### src/rtl/jump_encoder.sv
// Encodes MIPS J/JAL instruction words from a byte target, with alignment and 256 MB region checks.
// Three-state handshake FSM (IDLE -> CALC -> OUT) with saturating success/error counters.
module jump_encoder (
    input  logic        clk,
    input  logic        reset_n,
    input  logic        in_valid,
    output logic        in_ready,
    input  logic [31:0] pc,
    input  logic [31:0] target,
    input  logic        link,
    output logic        out_valid,
    input  logic        out_ready,
    output logic [31:0] instr,
    output logic        err_align,
    output logic        err_region,
    output logic [15:0] enc_count,
    output logic [15:0] err_count
);

    typedef enum logic [1:0] {
        IDLE = 2'd0,
        CALC = 2'd1,
        OUT  = 2'd2
    } state_t;

    localparam logic [5:0]  OPCODE_J   = 6'b000010;
    localparam logic [5:0]  OPCODE_JAL = 6'b000011;
    localparam logic [15:0] COUNT_MAX  = 16'hFFFF;

    state_t      state_q, state_d;
    logic [31:0] pc_q, pc_d;
    logic [31:0] target_q, target_d;
    logic        link_q, link_d;
    logic        in_ready_q, in_ready_d;
    logic        out_valid_q, out_valid_d;
    logic [31:0] instr_q, instr_d;
    logic        err_align_q, err_align_d;
    logic        err_region_q, err_region_d;
    logic [15:0] enc_count_q, enc_count_d;
    logic [15:0] err_count_q, err_count_d;

    logic [31:0] pc_plus4;
    logic [3:0]  region;
    logic        misaligned;
    logic        off_region;
    logic [5:0]  opcode;
    logic        pc_plus4_low_unused;

    // The region is taken from the delay-slot address, so pc = FFFF_FFFC wraps into region 0.
    assign pc_plus4            = pc_q + 32'd4;
    assign region              = pc_plus4[31:28];
    assign pc_plus4_low_unused = ^pc_plus4[27:0];

    assign misaligned = (target_q[1:0] != 2'b00);
    assign off_region = (target_q[31:28] != region);
    assign opcode     = link_q ? OPCODE_JAL : OPCODE_J;

    always_comb begin
        state_d      = state_q;
        pc_d         = pc_q;
        target_d     = target_q;
        link_d       = link_q;
        in_ready_d   = in_ready_q;
        out_valid_d  = out_valid_q;
        instr_d      = instr_q;
        err_align_d  = err_align_q;
        err_region_d = err_region_q;
        enc_count_d  = enc_count_q;
        err_count_d  = err_count_q;

        case (state_q)
            IDLE: begin
                if (in_valid) begin
                    pc_d       = pc;
                    target_d   = target;
                    link_d     = link;
                    in_ready_d = 1'b0;
                    state_d    = CALC;
                end
            end

            CALC: begin
                err_align_d  = misaligned;
                err_region_d = off_region;
                if (misaligned || off_region) begin
                    instr_d = 32'h0000_0000;
                end else begin
                    instr_d = {opcode, target_q[27:2]};
                end
                out_valid_d = 1'b1;
                state_d     = OUT;
            end

            OUT: begin
                // Results and counters only move on the consumer handshake.
                if (out_ready) begin
                    if (!err_align_q && !err_region_q) begin
                        if (enc_count_q != COUNT_MAX) begin
                            enc_count_d = enc_count_q + 16'd1;
                        end
                    end else begin
                        if (err_count_q != COUNT_MAX) begin
                            err_count_d = err_count_q + 16'd1;
                        end
                    end
                    out_valid_d = 1'b0;
                    in_ready_d  = 1'b1;
                    state_d     = IDLE;
                end
            end

            default: begin
                out_valid_d = 1'b0;
                in_ready_d  = 1'b1;
                state_d     = IDLE;
            end
        endcase
    end

    always_ff @(posedge clk) begin
        if (!reset_n) begin
            state_q      <= IDLE;
            pc_q         <= 32'h0000_0000;
            target_q     <= 32'h0000_0000;
            link_q       <= 1'b0;
            in_ready_q   <= 1'b1;
            out_valid_q  <= 1'b0;
            instr_q      <= 32'h0000_0000;
            err_align_q  <= 1'b0;
            err_region_q <= 1'b0;
            enc_count_q  <= 16'h0000;
            err_count_q  <= 16'h0000;
        end else begin
            state_q      <= state_d;
            pc_q         <= pc_d;
            target_q     <= target_d;
            link_q       <= link_d;
            in_ready_q   <= in_ready_d;
            out_valid_q  <= out_valid_d;
            instr_q      <= instr_d;
            err_align_q  <= err_align_d;
            err_region_q <= err_region_d;
            enc_count_q  <= enc_count_d;
            err_count_q  <= err_count_d;
        end
    end

    assign in_ready   = in_ready_q;
    assign out_valid  = out_valid_q;
    assign instr      = instr_q;
    assign err_align  = err_align_q;
    assign err_region = err_region_q;
    assign enc_count  = enc_count_q;
    assign err_count  = err_count_q;

endmodule

### config.mk
export PLATFORM = sky130hd
export DESIGN_NAME = jump_encoder
export DESIGN_NICKNAME = d
export VERILOG_FILES = /design/src/rtl/jump_encoder.sv
export SDC_FILE = /design/constraint.sdc
export NUM_CORES = 1
export LEC_CHECK = 0
export BUFFER_PORTS_ARGS = -buffer_cell sky130_fd_sc_hd__buf_2
export CELL_PAD_IN_SITES_DETAIL_PLACEMENT = 1
export CELL_PAD_IN_SITES_GLOBAL_PLACEMENT = 1
export CORE_UTILIZATION = 30
export CTS_BUF_LIST = sky130_fd_sc_hd__clkbuf_8
export CTS_CLUSTER_SIZE = 28
export DETAILED_ROUTE_END_ITERATION = 10
export PLACE_DENSITY = 0.67
export SETUP_SLACK_MARGIN = 0.15
export SYNTH_ARGS = -nofsm -noshare
export SYNTH_HDL_FRONTEND = slang
export SYNTH_SLANG_ARGS = --single-unit
export TNS_END_PERCENT = 5
### constraint.sdc
create_clock -name clk -period 2.3 [get_ports clk]
set_input_delay 0.23 -clock clk [delete_from_list [all_inputs] [get_ports clk]]
set_output_delay 0.23 -clock clk [all_outputs]
set_load 0.05 [all_outputs]
* Word-level counts from Yosys, hierarchy flattened
Index checks and enable logic that the tools add are counted.
Storage, ports and cells: output and inout bits 68, input port bits 69, bits in registers 135
Operators by class: $add $sub $neg 3, multiplexer cells 10, equal/unequal tests 7, reductions and logical operators 12, bitwise operators 3
Operators by type and width (number):
- 16-bit by 1-bit adder with 16-bit output, second input constant | 2
- 32-bit by 3-bit adder with 32-bit output, second input constant | 1
- 16-bit inequality test, second input constant | 2
- 28-bit two-way mux | 1
- 4-bit AND reduction | 2
- 1-bit one-hot mux with 3 select lines | 2
- 2-bit one-hot mux with 3 select lines | 1
- 2-bit AND reduction | 3
- 1-bit two-way mux | 4
- 2-bit two-way mux | 2
- 2-bit inequality test, second input constant | 2
- 4-bit inequality test | 1
- 1-bit NOT | 3
- 3-bit AND reduction | 1
- 2-bit by 1-bit == test with 1-bit output, second input constant | 1
- 2-bit == test, second input constant | 1
- 1-bit zero test | 2
- 2-bit zero test | 1
- 2-bit nonzero test | 1
- 1-bit logical AND | 1
- 1-bit logical OR | 1

* Depth between registers and ports, before layout
depth in word-level cells 4, gate-level depth with buffers 9, gate-level depth less buffers 7

* Worst setup path before layout
No wires, ideal clock.
path type flip-flop to flip-flop, start point register enc_count_q[6], in the netlist enc_count[6], end point register enc_count_q[4], in the netlist enc_count[4], setup time 0.115 ns, buffers on the path 0, required time 2.185 ns, cell stages (with the launch flop) 7, arrival 2.103 ns, path slack 0.082 ns, clock period less this slack 2.218 ns, path through dfxtp_1 -> nand4_1 -> nor4_1 -> nor2_1 -> and4_1 -> xor2_1 -> and2_1
On the way: cells in the longest elaborated chain, start to end 2
RTL lines:
- start: declaration | RTL line 39 | logic [15:0] enc_count_q, enc_count_d;
- start signal: assignment | RTL line 143 | enc_count_q <= enc_count_d;
- 16-bit inequality test | RTL line 98 | if (enc_count_q != COUNT_MAX) begin
- 4-bit AND reduction (no source line)
Every way passes these cells. A chain may end at the register's enable or synchronous reset.

* Worst setup path in the final report
start point register pc_q[3], end point register instr_q[3], in the netlist instr[3]
On the way: cells in the longest elaborated chain, start to end 4
RTL lines:
- start: declaration | RTL line 31 | logic [31:0] pc_q, pc_d;
- start signal: assignment | RTL line 135 | pc_q <= pc_d;
- 32-bit by 3-bit adder with 32-bit output | RTL line 50 | assign pc_plus4 = pc_q + 32'd4;
- 4-bit inequality test | RTL line 55 | assign off_region = (target_q[31:28] != region);
- 1-bit logical OR | RTL line 85 | if (misaligned || off_region) begin
- 28-bit two-way mux | RTL line 85
- end signal: assignment | RTL line 140 | instr_q <= instr_d;
- end: declaration | RTL line 36 | logic [31:0] instr_q, instr_d;
Every way passes these cells.

==> results.json <==
{
  "core_um2": 16800,
  "drc_errors": 0,
  "diodes": 0,
  "layout-drive-gt1-share_pct": 25.4,
  "period_minus_slack_ps": 2090,
  "vdd_ir_drop_max_mv": 0.353,
  "numClockSinks": 129,
  "rsz0062_at_grt": "yes",
  "ys_types": 45,
  "synth-compound-area-share_pct": 16.4,
  "antenna_found_initial": 0,
  "setup_violations": 0,
  "htree_levels": 4,
  "ys_ff_latch": 129,
  "rows": 47,
  "synthCells": 578,
  "num_io_pins": 137,
  "criticalPathCategory": "reg2reg",
  "mostFrequentLayoutCells": "147 x nand2_1, 130 x buf_2, 125 x dfxtp_1, 65 x a21boi_0, 27 x a22o_1",
  "leakagePower_nw": 2.81,
  "die_h_um": 134,
  "min_path_type": "in2reg",
  "place_congestion": 0.784,
  "wire_per_inst_um": 14.6,
  "cp_max_fo": 28,
  "gr-total-overflow": 0,
  "worstPathRequired_ps": 2690,
  "outcome": "finished clean",
  "worst_slew_pin_slew_ps": 878,
  "hold_viol": 0,
  "layout_commonest_cell": "nand2_1",
  "area_growth_pct": 24.7,
  "worst_setup_path_end_kind": "flip-flop",
  "port_buffers": 130,
  "yosys_warnings": 0,
  "postPlaceCellArea_um2": 6040,
  "finalCritPeriodShare_pct": 90.8,
  "via_per_inst": 4.66,
  "grt_usage_pct": 16.0,
  "cts_tree": "done",
  "total_power_mw": 4.91,
  "worst_slack_ps": 210,
  "nNetsFinal": 772,
  "dieWidth_um": 134,
  "critPathArrivalTime_ps": 2480,
  "fmax_ghz": 0.479,
  "place_ws_ps": 76.4,
  "detail-route-antenna-nets": 0,
  "grt_pass1_vias": 4574,
  "synth_xor_area_share_pct": 5.69,
  "synth_area_per_cell_um2": 9.02,
  "grt_start_max_net_pins": 102,
  "cts.clk_slew.worst_paths_ps": 80,
  "dr.first_iter.drc_count": 177,
  "design_area_um2": 6500,
  "clock_path_buffers": 2,
  "grt_pass1_wl_mm": 22.4,
  "initial_core_util_pct": 31.1,
  "cts-root-buf": "clkbuf_8",
  "tns_ps": 0,
  "hpwl_mm": 9.45,
  "relSlewSlack_pct": 41.4,
  "startpoint_type": "flip-flop",
  "dieArea_um2": 17900,
  "postCtsHoldBufs": 0,
  "synthMuxAreaShare_pct": 0.576,
  "synth_fa_ha_area_share_pct": 0.480,
  "insertion_delay_ps": 440,
  "synth_seq_area_share_pct": 49.5,
  "drv_slew": 0,
  "vias": 4356,
  "synthSimpleGateAreaFrac_pct": 23.3,
  "clock_skew_ps": 9.04,
  "synth_top_family_by_area": "simple AND/OR/NAND/NOR gates",
  "power_density_nw_per_um2": 755,
  "synthesis.area_um2": 5210,
  "dr.pass1.iters": 4,
  "routed_wl_mm": 13.6,
  "cts_buffers": 17,
  "max-cap-violations": 0
}
==> state kept, by name, indices dropped and copies added, names as in the netlist <==
name	flops
err_region	1
in_ready	1
out_valid	1
target_q	32
pc_q	30
instr	28
err_align	1
link_q	1
state_q	2
enc_count	16
err_count	16
==> what timing repair did <==
item	4_1_cts	5_1_grt
pin swaps	0	1
setup endpoints to repair	32	32
setup buffers	0	1
gates resized for setup	1	3
endpoints found under the hold margin	0	0
==> critical path, stage by stage (launching register included) <==
cell	delay, ps
dfxtp_1	340
nand4_1	150
nor4_4	400
nand4b_1	200
nor4_2	320
a31o_1	160
buf_6	250
a22o_1	180
==> logic make-up (layout without fill, tap and decap cells) <==
kind of cell               after synthesis  in the layout
and+or+nand+nor                        255            255
muxes                                    3              3
other                                    1              4
DFF                                    129            129
xor gates and xnor gates                33             33
buffers and inverters                   45            178
AOI/OAI and AO/OA                      110            110
adders and majority gates                2              2
==> worst paths after layout <==
kind,start,slack (ps),endpoint,cells after the start
min reg2reg,instr[27]$_SDFFE_PN0P_,450,instr[27]$_SDFFE_PN0P_,1
max reg2reg,pc_q[3]$_SDFFE_PN0P_,210,instr[3]$_SDFFE_PN0P_,7
max,pc_q[3]$_SDFFE_PN0P_,210,instr[3]$_SDFFE_PN0P_,7
min,target[13],30,target_q[13]$_SDFFE_PN0P_,3
==> metal layers <==
metal	vias up	track usage [%]	wire, um
met4	0	6.50	201
li1	2187	-	-
met5	-	0	0
met3	13	3.89	548
met1	2059	18.9	6190
met2	97	27.7	6670
==> Yosys cell counts (all sizes together) <==
library cell	instances	area, um^2
and2	23	144
or4	1	7.51
inv	7	26.3
dfxtp	129	2580
ha	2	25.0
nand3	12	60.1
nand2	147	552
or3	1	6.26
and3	4	25.0
o31ai	1	7.51
a21oi	3	15.0
o21ai	4	20.0
a31o	1	8.76
o21a	1	7.51
o2bb2ai	1	8.76
nand3b	1	7.51
o211a	2	20.0
mux2i	3	30.0
nor3b	3	27.5
and4	3	26.3
clkbuf	28	105
xnor2	16	140
a21o	1	7.51
o22ai	1	6.26
and3b	2	17.5
nand4	18	113
a22o	27	236
buf	10	77.6
a31oi	1	12.5
conb	1	3.75
nand4b	2	17.5
nor3	5	25.0
nor2	15	56.3
a21boi	66	495
o311ai	1	8.76
xor2	17	156
nor4	5	46.3
nor2b	13	81.3
==> final cells by class <==
| class | instances | area [um^2] |
|---|---|---|
| clock inverters | 13 | 169 |
| flip-flops and latches | 129 | 2590 |
| multi-input cells | 407 | 2460 |
| fillers | 1998 | 10300 |
| clock buffers | 19 | 262 |
| repair buffers | 139 | 722 |
| inverters | 7 | 26.3 |
| well taps | 220 | 275 |
==> through the flow <==
stage | cells | hold slack, ps | utilization (%)
3_3_place_gp | 901 | 430 | 36.0
3_5_place_dp | 901 | 437 | 36.0
2_1_floorplan | 581 | 375 | -
5_1_grt | 934 | 19.3 | 38.8
6_report | 934 | 31.3 | 38.8
4_1_cts | 933 | 4.81 | 38.6
==> power breakdown <==
group          internal (mW)  total, mW  leakage, nW  switching (mW)
clock                   1.22       2.11        0.221           0.893
sequential              2.32       2.37         1.05          0.0537
combinational          0.151      0.420         1.53           0.269
total                   3.69       4.91         2.81            1.22
Power figures use the tool's default switching activity.
